$ cat src/rtl/sprite_cmd_sequencer.sv
// -----------------------------------------------------------------------------
// sprite_cmd_sequencer
//
// Upstream stage of the sprite display blocks. Software writes 32-bit sprite
// commands over Avalon-MM; they are queued in a small FIFO and forwarded one per
// cycle on a shared command bus (cmd_out, 32'h0 = idle). Every normal command is
// stamped with the current back-buffer select in bit 13. A "commit" command
// (info field == 4'b1111) is not forwarded as-is: it parks at the head of the
// queue until the start of vertical blanking, then turns into one ping-pong
// flush that swaps front/back buffers, so swaps never tear mid-frame.
//
// Optional feature (macro SEQ_DROP_COUNT_EN):
//   defined   - waitrequest tied low; writes while full are discarded and
//               counted in drop_count (saturating, cleared only by reset).
//   undefined - waitrequest back-pressures while full; no drop_count port.
//
// Ports:
//   clk          system clock
//   reset        asynchronous active-low reset
//   write        Avalon write strobe, qualified by chipselect
//   chipselect   Avalon select
//   writedata    command word [31:26] sub_comp [25:21] child [20:17] info
//                [16:14] type [13] pp_selc [12:0] msg
//   waitrequest  high while the FIFO is full
//   hcount       VGA horizontal count (unused)
//   vcount       VGA vertical count, used to detect vblank start
//   cmd_out      command bus to display blocks
//   front_sel    buffer currently displayed
//   frame_count  number of flushes issued (wraps)
//   fifo_count   current FIFO occupancy
//   drop_count   discarded writes (only with SEQ_DROP_COUNT_EN)
// -----------------------------------------------------------------------------
module sprite_cmd_sequencer #(
  parameter int DEPTH       = 16,
  parameter int VBLANK_LINE = 480
) (
  input  logic                     clk,
  input  logic                     reset,
  input  logic                     write,
  input  logic                     chipselect,
  input  logic [31:0]              writedata,
  output logic                     waitrequest,
  input  logic [9:0]               hcount,
  input  logic [9:0]               vcount,
  output logic [31:0]              cmd_out,
  output logic                     front_sel,
  output logic [15:0]              frame_count,
  output logic [$clog2(DEPTH):0]   fifo_count
`ifdef SEQ_DROP_COUNT_EN
  ,
  output logic [15:0]              drop_count
`endif
);

  localparam int AW = $clog2(DEPTH);
  localparam int CW = AW + 1;

  typedef enum logic [1:0] {
    S_DRAIN,
    S_WAIT_VBLANK,
    S_FLUSH
  } state_e;

  // Stored entry: {commit tag, word[31:14], word[12:0]}. The incoming bit 13 is
  // dropped at push because it is always replaced by the back select at pop.
  logic [31:0]   mem_q [DEPTH];
  logic [AW-1:0] wr_ptr_q, rd_ptr_q;
  logic [CW-1:0] count_q, count_d;

  state_e        state_q, state_d;
  logic [31:0]   cmd_q, cmd_d;
  logic          front_q;
  logic [15:0]   frame_q;
  logic [9:0]    vcount_q;

  logic          full, empty, push, pop, swap;
  logic          back;
  logic          vblank_pulse;
  logic [31:0]   head;
  logic          head_commit;
  logic          unused_hcount;

  assign unused_hcount = ^hcount;

  assign full  = (count_q == CW'(DEPTH));
  assign empty = (count_q == '0);

`ifdef SEQ_DROP_COUNT_EN
  logic        drop;
  logic [15:0] drop_q;

  assign waitrequest = 1'b0;
  assign push        = write & chipselect & ~full;
  assign drop        = write & chipselect & full;
  assign drop_count  = drop_q;

  always_ff @(posedge clk or negedge reset) begin
    if (!reset) begin
      drop_q <= '0;
    end else if (drop && (drop_q != 16'hFFFF)) begin
      drop_q <= drop_q + 16'd1;
    end
  end
`else
  assign waitrequest = full;
  assign push        = write & chipselect & ~waitrequest;
`endif

  assign back         = ~front_q;
  assign head         = mem_q[rd_ptr_q];
  assign head_commit  = head[31];
  // Only the first cycle of vcount == VBLANK_LINE counts, so a line that is
  // held for many clocks still produces a single pulse per frame.
  assign vblank_pulse = (vcount == 10'(VBLANK_LINE)) && (vcount_q != 10'(VBLANK_LINE));

  // NOTE: storage has no reset; the pointers and count define which entries
  // are valid, so clearing the array would only add reset fan-out.
  always_ff @(posedge clk) begin
    if (push) begin
      mem_q[wr_ptr_q] <= {(writedata[20:17] == 4'b1111), writedata[31:14], writedata[12:0]};
    end
  end

  // NOTE: always_comb assigns every output a default first, so no path can
  // leave a signal unassigned and infer a latch.
  always_comb begin
    state_d = state_q;
    cmd_d   = 32'h0;
    pop     = 1'b0;
    swap    = 1'b0;
    unique case (state_q)
      S_DRAIN: begin
        if (!empty) begin
          if (head_commit) begin
            // A vblank pulse in this cycle is deliberately missed: the flush
            // waits a full frame rather than racing the current one.
            state_d = S_WAIT_VBLANK;
          end else begin
            pop   = 1'b1;
            cmd_d = {head[30:13], back, head[12:0]};
          end
        end
      end
      S_WAIT_VBLANK: begin
        if (vblank_pulse) begin
          state_d = S_FLUSH;
        end
      end
      S_FLUSH: begin
        pop     = 1'b1;
        swap    = 1'b1;
        cmd_d   = {6'b0, 5'b0, 4'b1111, 3'b0, back, 13'b0};
        state_d = S_DRAIN;
      end
      default: state_d = S_DRAIN;
    endcase
  end

  always_comb begin
    count_d = count_q;
    unique case ({push, pop})
      2'b10:   count_d = count_q + CW'(1);
      2'b01:   count_d = count_q - CW'(1);
      default: count_d = count_q;
    endcase
  end

  // NOTE: sequential state uses non-blocking assignments so every register
  // samples the pre-edge values, independent of statement order.
  always_ff @(posedge clk or negedge reset) begin
    if (!reset) begin
      state_q  <= S_DRAIN;
      cmd_q    <= '0;
      front_q  <= 1'b0;
      frame_q  <= '0;
      vcount_q <= '0;
      wr_ptr_q <= '0;
      rd_ptr_q <= '0;
      count_q  <= '0;
    end else begin
      state_q  <= state_d;
      cmd_q    <= cmd_d;
      vcount_q <= vcount;
      count_q  <= count_d;
      if (push) wr_ptr_q <= wr_ptr_q + AW'(1);
      if (pop)  rd_ptr_q <= rd_ptr_q + AW'(1);
      if (swap) begin
        front_q <= back;
        frame_q <= frame_q + 16'd1;
      end
    end
  end

  assign cmd_out     = cmd_q;
  assign front_sel   = front_q;
  assign frame_count = frame_q;
  assign fifo_count  = count_q;

endmodule
$ cat config.mk
export PLATFORM = sky130hd
export DESIGN_NAME = sprite_cmd_sequencer
export DESIGN_NICKNAME = d
export VERILOG_FILES = /design/src/rtl/sprite_cmd_sequencer.sv
export SDC_FILE = /design/constraint.sdc
export NUM_CORES = 1
export LEC_CHECK = 0
export CAP_MARGIN = 20
export CORE_MARGIN = 4
export CORE_UTILIZATION = 52
export DETAILED_ROUTE_END_ITERATION = 16
export GPL_TIMING_DRIVEN = 0
export PLACE_DENSITY = 0.79
export SYNTH_ARGS = -nofsm -noshare
export SYNTH_HDL_FRONTEND = slang
export SYNTH_SLANG_ARGS = --single-unit
export TNS_END_PERCENT = 50
$ cat constraint.sdc
create_clock -name clk -period 6.7 [get_ports clk]
set_input_delay 2.01 -clock clk [delete_from_list [all_inputs] [get_ports clk]]
set_output_delay 2.01 -clock clk [all_outputs]
set_load 0.1 [all_outputs]
==> impl_metrics.json, run 1 <==
{
  "synth_edf_count": 512,
  "die_x_um": 215,
  "syn-cell-area_um2": 22300,
  "hold_viol_final": 0,
  "coreArea_um2": 42100,
  "synth_top_family_by_area": "multiplexers",
  "seqPwrFrac_pct": 44.2,
  "synthXorXnorAreaFrac_pct": 0.905,
  "synthArstFlopShare_pct": 12.6,
  "dp_hpwl_um": 30100,
  "via_per_inst": 6.24,
  "drc_errors": 0,
  "grt_util_all_layers_pct": 22.3,
  "via_count": 10953,
  "multi_input_area_um2": 4890,
  "fillers": 2729,
  "routed_wl_um": 51000,
  "power.density_nw_per_um2": 366,
  "hp-class": "reg2reg",
  "dp_slack_ns": 1.90,
  "grt_pass1_wl_um": 75500,
  "total_power_mw": 9.63,
  "synth_area_leaders": "edfxtp_1, mux4_2, dfrtp_1",
  "p_switching_mw": 2.68,
  "fmax_mhz": 200,
  "post_cts_resized": 0,
  "critPathRequiredTime_ns": 4.69,
  "period_needed_ns": 4.99,
  "worstPathMaxFanout": 5,
  "finalMaxSlewViolations": 0,
  "firstDrtPassIters": 7,
  "yosysTopAreaCellShare_pct": 69.1,
  "insertion_delay_ns": 0.61,
  "sw_frac_of_total_pct": 27.8,
  "maxCapViolations": 0,
  "yosysSeqAreaShare_pct": 77.4,
  "drt_iter0_markers": 1389,
  "synthCells": 982,
  "rsz0062_at_grt": "false",
  "dieArea_um2": 46200,
  "syn_area_per_cell_um2": 22.7,
  "die_h_um": 215,
  "yosysMostFrequentCell": "edfxtp_1",
  "area_growth_pct": 18.2,
  "grt_max_degree": 52,
  "drive_above_1_share_pct": 25.6,
  "htree_levels": 2,
  "grt_pass1_vias": 11371,
  "root_buffer": "clkbuf_16",
  "synth_mux_area_share_pct": 16.4,
  "fin_skew_ns": 0.0211,
  "path_class": "reg2out",
  "pwr-share-clk_pct": 31.8,
  "arrival_ns": 2.98,
  "synth-compound-area-share_pct": 0.646,
  "final_core_util_pct": 62.5,
  "synthesis.nets": 1049,
  "start_util_pct": 52.8,
  "cts_tree": "done",
  "path_clk_slew_ns": 0.06,
  "setup_viol": 0,
  "max_slew_margin_pct": 28.0,
  "whs_ns": 0.484,
  "ys_seq_elements": 586,
  "yosysTopAreaCell": "edfxtp_1",
  "synthAdderAreaFrac_pct": 0.652,
  "power_leakage_nw": 8.82,
  "startpoint_type": "flip-flop",
  "synthSimpleGateAreaFrac_pct": 2.88,
  "port_buffers": 99,
  "gp_congestion": 0.765,
  "wl_per_cell_um": 29.1,
  "drtAntennaViolNets": 0,
  "cts_setup_buffers": 0,
  "overflow": 0,
  "ir_drop_mv": 0.276,
  "cp-end-kind": "output port",
  "p_int_mw": 6.95,
  "synth_flop_cell": "edfxtp_1",
  "num-nets-final": 1235,
  "cts_hold_buf": 0,
  "worstMarginPinSlew_ns": 1.08,
  "worst_slack_ns": 1.71,
  "period_share_pct": 74.5,
  "pin_count": 111,
  "regArea_um2": 17200,
  "pwr-share-comb_pct": 24.0,
  "antenna_found_initial": 5,
  "clock_sinks": 586,
  "yosys_warnings": 0,
  "cts_buffers": 54,
  "cts.path.max_buffers": 3,
  "synth_commonest_cells": "edfxtp_1, mux4_2, dfrtp_1",
  "status": "completed",
  "num_rows": 75,
  "synth.distinct_cells": 42
}
flip-flops by register name (all words and copies together) (netlist names):
register,count
vcount_q,10
fifo_count,5
mem_q,512
state_q,2
frame_count,16
wr_ptr_q,4
front_sel,1
cmd_out,32
rd_ptr_q,4
cells in the final DEF (no fill, tap or decap), types with 4 or more instances in the layout:
master	synthesis	final
clkbuf_1	20	28
xor2_1	5	5
bufinv_16	0	5
mux4_2	156	156
xnor2_1	18	18
nand2b_1	4	4
nor2_1	19	7
a21oi_1	7	7
o21ai_1	4	4
clkinv_2	0	11
buf_16	0	8
nor2_4	0	12
edfxtp_1	512	512
buf_2	19	19
inv_1	13	13
nor3_2	0	4
clkbuf_8	0	5
nor2b_1	30	30
nand3_1	11	11
ha_1	10	10
clkdlybuf4s50_1	0	98
clkinv_1	0	13
buf_12	0	5
clkbuf_16	0	54
buf_6	2	18
buf_1	4	4
dfrtp_1	74	74
nand4b_1	5	5
nand2_1	21	21
o21ai_0	6	6
and3_1	5	5
critical path, cell delays in order, from the launching register on:
cell	delay (ns)
dfrtp_1	0.44
nor4_1	0.60
nand2_1	0.14
inv_1	0.07
clkdlybuf4s50_1	1.12
metrics by stage:
stage	cell area (µm²)	instances	TNS, ns
floorplan	22300	982	0
global placement	23900	1620	-218.05
detailed placement	24500	1649	0
CTS	26300	1749	0
global route	26300	1753	0
finish	26300	1754	0
layer usage:
layer  global-route usage [%]  vias to the layer above  part of all wire, %
li1                         -                     4429                    -
met5                        0                        -                0.039
met3                     4.18                      116                  8.5
met4                     7.74                        4                  3.4
met2                     36.3                      608                   50
met1                     30.8                     5796                   38
worst paths after layout:
path	start	end	slack (ns)	cells after the start
max reg2reg	rd_ptr_q[1]	fifo_count[4]	2.98	14
max	fifo_count[0]	waitrequest	1.71	4
max in group asynchronous	reset	vcount_q[3]	4.73	2
min	front_sel	cmd_out[13]	0.48	1
min in group asynchronous	reset	wr_ptr_q[2]	1.34	1
min reg2reg	front_sel	cmd_out[13]	0.48	1
cell type report:
cell class | instances | area share, %
clock buffers | 67 | 5.51
inverters | 13 | 0.185
repair buffers | 130 | 5.74
flip-flops and latches | 586 | 65.4
plain buffers | 45 | 0.789
multi-input cells | 338 | 18.6
well taps | 539 | 2.56
diodes | 3 | 0.0285
clock inverters | 33 | 1.16
power groups by stage:
stage / Clock [mW] / Sequential, mW / Combinational [mW]
floorplan: 0 / 4.50 / 1.43
global route: 3.26 / 4.27 / 2.45
global placement: 0 / 4.33 / 2.15
CTS: 3.09 / 4.25 / 2.33
finish: 3.06 / 4.25 / 2.31
detailed placement: 0 / 4.32 / 2.29
logic make-up after synthesis:
family,Yosys count
fa+ha+maj,11
compound gates,24
buf+inv,58
simple gates,116
flops,586
xor+xnor,23
mux,164
No activity file was read; power rests on OpenSTA's default activity.
==> inputs of run 2 (changes only) <==
PLACE_DENSITY = 0.82   (was 0.79)
clock period = 4.4 ns   (was 6.7 ns; I/O delays follow)
==> run 2 against run 1 <==
  * Utilization rose by 0.25 points
  * Sequential cell count unchanged
  * Power up 55%
  * Final cell count about the same
  * Via count down 0.15%
  * Register-to-register slack lost 2.3 ns
  * Final area is 0.39% higher
  * Global-route usage increased by 0.28 points
  * Die area unchanged
  * Non-clock buffer count down 4
  * Combinational power grew 53%
  * Worst hold slack got worse by 0.019 ns
  * Critical endpoint unchanged
  * Highest routed layer unchanged
==> impl_metrics.json, run 2 (synthesis results as in run 1) <==
{
  "status": "completed",
  "largest_register_ff_count": 512,
  "place_area_um2": 24500,
  "area_growth_pct": 18.7,
  "total_power_mw": 14.9,
  "grt_pass1_wl_um": 76200,
  "cp-end-kind": "output port",
  "fin_skew_ns": 0.0207,
  "wl_per_cell_um": 29.2,
  "hp-class": "reg2reg",
  "num-nets-final": 1233,
  "critPathTopFamily": "buffers and inverters",
  "seqPwrFrac_pct": 43.5,
  "htree_levels": 2,
  "fillers": 2725,
  "port_buffers": 99,
  "pwr-share-comb_pct": 23.8,
  "die_x_um": 215,
  "p_switching_mw": 4.08,
  "drt_iter0_markers": 1491,
  "startpoint_type": "flip-flop",
  "root_buffer": "clkbuf_16",
  "worstMarginPinSlew_ns": 1.08,
  "final_common_cell": "edfxtp_1",
  "clock_sinks": 586,
  "cts_tree": "done",
  "cp_cell_sequence": "nor4_1 -> nand2_1 -> inv_1 -> clkdlybuf4s50_1",
  "coreArea_um2": 42100,
  "crit_path_top_delay_cell": "clkdlybuf4s50_1",
  "drtAntennaViolNets": 0,
  "post_cts_resized": 0,
  "p_int_mw": 10.8,
  "final_cell_mix": "edfxtp_1, mux4_2, clkdlybuf4s50_1, dfrtp_1, clkbuf_16",
  "insertion_delay_ns": 0.61,
  "cts_buffers": 56,
  "drive_above_1_share_pct": 25.2,
  "drc_errors": 0,
  "worstHoldStart": "frame_count[15]",
  "grt_max_degree": 58,
  "dp_hpwl_um": 30400,
  "power.density_nw_per_um2": 564,
  "power_leakage_nw": 8.85,
  "rsz0062_at_grt": "false",
  "setup.worst_path.start": "fifo_count[0]",
  "fin_area_um2": 26400,
  "dieArea_um2": 46200,
  "period_share_pct": 95.7,
  "cts.path.max_buffers": 3,
  "max_stage_delay_ns": 1.12,
  "antenna_found_initial": 4,
  "arrival_ns": 2.89,
  "worstReg2RegStart": "rd_ptr_q[1]",
  "ir_drop_mv": 0.377,
  "grt_util_all_layers_pct": 22.5,
  "critPathRequiredTime_ns": 3.08,
  "hold_viol_final": 0,
  "worstPathMaxFanout": 5,
  "period_needed_ns": 4.21,
  "pin_count": 111,
  "pwr-share-clk_pct": 32.8,
  "path_buf_inv": 2,
  "via_count": 10937,
  "maxCapViolations": 0,
  "cts_hold_buf": 0,
  "gp_congestion": 0.743,
  "path_class": "reg2out",
  "num_rows": 75,
  "routed_wl_um": 51100,
  "setup_viol": 0,
  "fmax_mhz": 238,
  "finalMaxSlewViolations": 0,
  "firstDrtPassIters": 5,
  "grt_pass1_vias": 11435,
  "start_util_pct": 52.8,
  "top_register": "mem_q",
  "via_per_inst": 6.24,
  "die_h_um": 215,
  "overflow": 0,
  "path_clk_slew_ns": 0.06,
  "cts_setup_buffers": 0,
  "sw_frac_of_total_pct": 27.4,
  "max_slew_margin_pct": 27.7
}
[run 2: changes by cell type in the layout (fill, tap and decap cells not counted), sizes merged]
cell	delta
clkbuf	+6
buf	-4
clkinv	-3
bufinv	+2
diode	-1
inv	-1
[run 2: final timing paths]
check	endpoint	slack, ns	depth (start not counted)
setup reg to reg	fifo_count[4]	0.70	14
hold reg to reg	frame_count[15]	0.47	1
max in group asynchronous	cmd_out[11]	3.16	2
min in group asynchronous	wr_ptr_q[2]	0.63	1
setup / recovery	waitrequest	0.19	4
hold / removal	frame_count[15]	0.47	1
[run 2: power groups by stage]
| stage | clock (mW) | combinational (mW) | sequential, mW |
|---|---|---|---|
| 4_1_cts | 4.94 | 3.56 | 6.48 |
| 3_3_place_gp | 0 | 3.28 | 6.59 |
| 3_5_place_dp | 0 | 3.50 | 6.58 |
| 6_report | 4.88 | 3.54 | 6.48 |
| 2_1_floorplan | 0 | 2.17 | 6.86 |
| 5_1_grt | 5.20 | 3.74 | 6.50 |
[run 2: worst register-to-register path: stages (launching register included)]
cell and delay, ns:
dfrtp_1 0.51, buf_6 0.22, mux4_2 0.54, mux2_4 0.29
mux2i_4 0.32, nand2_1 0.17, nand2_1 0.13, ha_1 0.23
inv_1 0.10, fa_1 0.41, nor2b_1 0.12, o21ai_0 0.10
and3_1 0.19, nor3_1 0.17, xnor2_1 0.14
[run 2: cell type report]
| type | count | area (µm²) | area share [%] |
|---|---|---|---|
| clock buffers | 73 | 1540 | 5.82 |
| flip-flops and latches | 586 | 17200 | 65.2 |
| multi-input cells | 338 | 4900 | 18.5 |
| inverters | 13 | 48.8 | 0.185 |
| repair buffers | 126 | 1500 | 5.66 |
| well taps | 539 | 674 | 2.55 |
| clock inverters | 31 | 328 | 1.24 |
| diodes | 2 | 5.00 | 0.0189 |
| plain buffers | 45 | 208 | 0.786 |
[run 2: per-layer routing]
metal / wire length, µm / share of wire [%] / vias up / GRT usage (%)
met2: 25900 / 51 / 632 / 37.2
met5: 36 / 0.070 / - / 0
met3: 4100 / 8.0 / 123 / 4.04
li1: - / - / 4439 / -
met4: 1800 / 3.5 / 6 / 8.13
met1: 19300 / 38 / 5737 / 30.7
[run 2: through the flow]
stage / setup WS (ns) / util [%] / hold WS [ns] / setup TNS (ns) / std cells
after floorplan: -0.124 / - / 0.547 / -7.93 / 982
after global placement: -3.20 / 56.8 / 0.462 / -925.55 / 1620
after detailed placement: 0.233 / 58.2 / 0.463 / 0 / 1645
final: 0.190 / 62.7 / 0.465 / 0 / 1753
after global routing: 0.0358 / 62.7 / 0.491 / 0 / 1752
after CTS: 0.174 / 62.6 / 0.474 / 0 / 1749
==> inputs of run 3 (changes only) <==
CTS_CLUSTER_DIAMETER = 50   (was not set)
==> run 3 against run 2 <==
  * Clock skew barely moved
  * Sequential share of layout area barely moved
  * Non-clock buffer count did not move
  * Sequential power barely moved
  * Final area barely moved
  * Utilization barely moved
  * Register-to-register slack improved by 0.05 ns
  * Sequential cell count did not move
  * First-iteration DRC count fell by 2.6%
  * Global-route usage rose by 0.33 points
  * Final cell count rose by 0.23%
  * Largest cell class unchanged
  * Setup slack got worse by 0.0049 ns
==> impl_metrics.json, run 3 (synthesis results as in run 1) <==
{
  "insertion_delay_ns": 0.61,
  "period_needed_ns": 4.22,
  "worstHoldStart": "frame_count[15]",
  "seqPwrFrac_pct": 43.5,
  "pin_count": 111,
  "worst_slack_ns": 0.185,
  "grt_util_all_layers_pct": 22.9,
  "max_slew_margin_pct": 25.9,
  "cts_tree": "done",
  "status": "completed",
  "drive_above_1_share_pct": 25.2,
  "finalMaxSlewViolations": 0,
  "stdcell_count": 1757,
  "cp-end-kind": "output port",
  "final_core_util_pct": 62.7,
  "worstMarginPinSlew_ns": 1.11,
  "die_h_um": 215,
  "period_share_pct": 95.8,
  "hold_viol_final": 0,
  "startpoint_type": "flip-flop",
  "path_clk_slew_ns": 0.06,
  "worstPathMaxFanout": 4,
  "wl_per_cell_um": 29.7,
  "power.density_nw_per_um2": 565,
  "rsz0062_at_grt": "false",
  "cts_buffers": 57,
  "fin_skew_ns": 0.0208,
  "drt_iter0_markers": 1452,
  "max_stage_delay_ns": 1.12,
  "post-place-cells": 1645,
  "power_leakage_nw": 8.85,
  "ir_drop_mv": 0.337,
  "arrival_ns": 2.90,
  "dp_hpwl_um": 30400,
  "clock_sinks": 586,
  "die_x_um": 215,
  "crit_path_top_delay_cell": "clkdlybuf4s50_1",
  "coreArea_um2": 42100,
  "cts.path.max_buffers": 3,
  "grt_pass1_wl_um": 77300,
  "fmax_mhz": 237,
  "gp_congestion": 0.743,
  "cts_hold_buf": 0,
  "path_class": "reg2out",
  "final_cell_mix": "edfxtp_1, mux4_2, clkdlybuf4s50_1, dfrtp_1, clkbuf_16",
  "via_count": 10947,
  "port_buffers": 99,
  "grt_pass1_vias": 11570,
  "start_util_pct": 52.8,
  "overflow": 0,
  "cts_setup_buffers": 0,
  "top_register": "mem_q",
  "cp_cell_sequence": "nor4_1 -> nand2_1 -> inv_1 -> clkdlybuf4s50_1",
  "root_buffer": "clkbuf_16",
  "firstDrtPassIters": 5,
  "antenna_found_initial": 4,
  "maxCapViolations": 0,
  "r2r-end": "fifo_count[4]",
  "largest_register_ff_count": 512,
  "hp-class": "reg2reg",
  "area_growth_pct": 18.7,
  "dp_slack_ns": 0.233,
  "sw_frac_of_total_pct": 28.0,
  "dieArea_um2": 46200,
  "final_common_cell": "edfxtp_1",
  "routed_wl_um": 52200,
  "drc_errors": 0,
  "rrSetupSlack_ns": 0.75,
  "p_int_mw": 10.7,
  "min_path_cells": 1,
  "post_cts_resized": 0,
  "pwr-share-comb_pct": 23.9,
  "num_rows": 75,
  "hold_path_end": "frame_count[15]",
  "r2r_cells": 14,
  "p_switching_mw": 4.17,
  "setup_viol": 0,
  "drtAntennaViolNets": 0,
  "pwr-share-clk_pct": 32.6,
  "num-nets-final": 1234,
  "htree_levels": 2,
  "worstReg2RegStart": "rd_ptr_q[1]",
  "grt_max_degree": 58,
  "via_per_inst": 6.23,
  "critPathRequiredTime_ns": 3.08
}
-- run 3: worst max-delay path by stage --
stage / startpoint / to / depth (start not counted)
3_3_place_gp: write / mem_q[2][22] / 5
2_1_floorplan: write / mem_q[2][0] / 4
4_1_cts: fifo_count[0] / waitrequest / 4
5_1_grt: fifo_count[0] / waitrequest / 4
6_report: fifo_count[1] / waitrequest / 4
3_5_place_dp: write / mem_q[3][12] / 7
-- run 3: layout make-up --
cell class	instances	area [µm²]
Sequential cell	586	17200
Fill cell	2720	15700
Multi-Input combinational cell	338	4900
Clock buffer	73	1510
Timing Repair Buffer	126	1500
Tap cell	539	674
Clock inverter	35	348
Buffer	45	208
Inverter	13	48.8
Antenna cell	2	5.00
-- run 3: power groups by stage --
stage	logic [mW]	clock network, mW	registers, mW
2_1_floorplan	2.17	0	6.86
3_3_place_gp	3.28	0	6.59
3_5_place_dp	3.50	0	6.58
4_1_cts	3.58	4.93	6.48
5_1_grt	3.77	5.18	6.50
6_report	3.57	4.86	6.48
-- run 3: through the flow --
step	power, mW	area [µm²]	hold WS, ns	TNS (ns)
after CTS	15.0	26400	0.471	0
final	14.9	26400	0.465	0
after global routing	15.4	26400	0.491	0
after global placement	9.87	23900	0.462	-925.55
after floorplan	9.03	22300	0.547	-7.93
after detailed placement	10.1	24500	0.463	0
-- run 3: critical path: cells and delay by family, from the launching register on --
family / cells / cell delay [ns]
flip-flops: 1 / 0.42
AND/OR/NAND/NOR: 2 / 0.67
buffers and inverters: 2 / 1.19
-- run 3: metal layers --
metal  part of all wire (%)  up-vias  GRT usage (%)
li1                       -     4456              -
met1                     37     5728           30.2
met2                     50      635           38.1
met3                    8.8      126           5.28
met4                    3.5        2           7.74
met5                  0.021        -              0
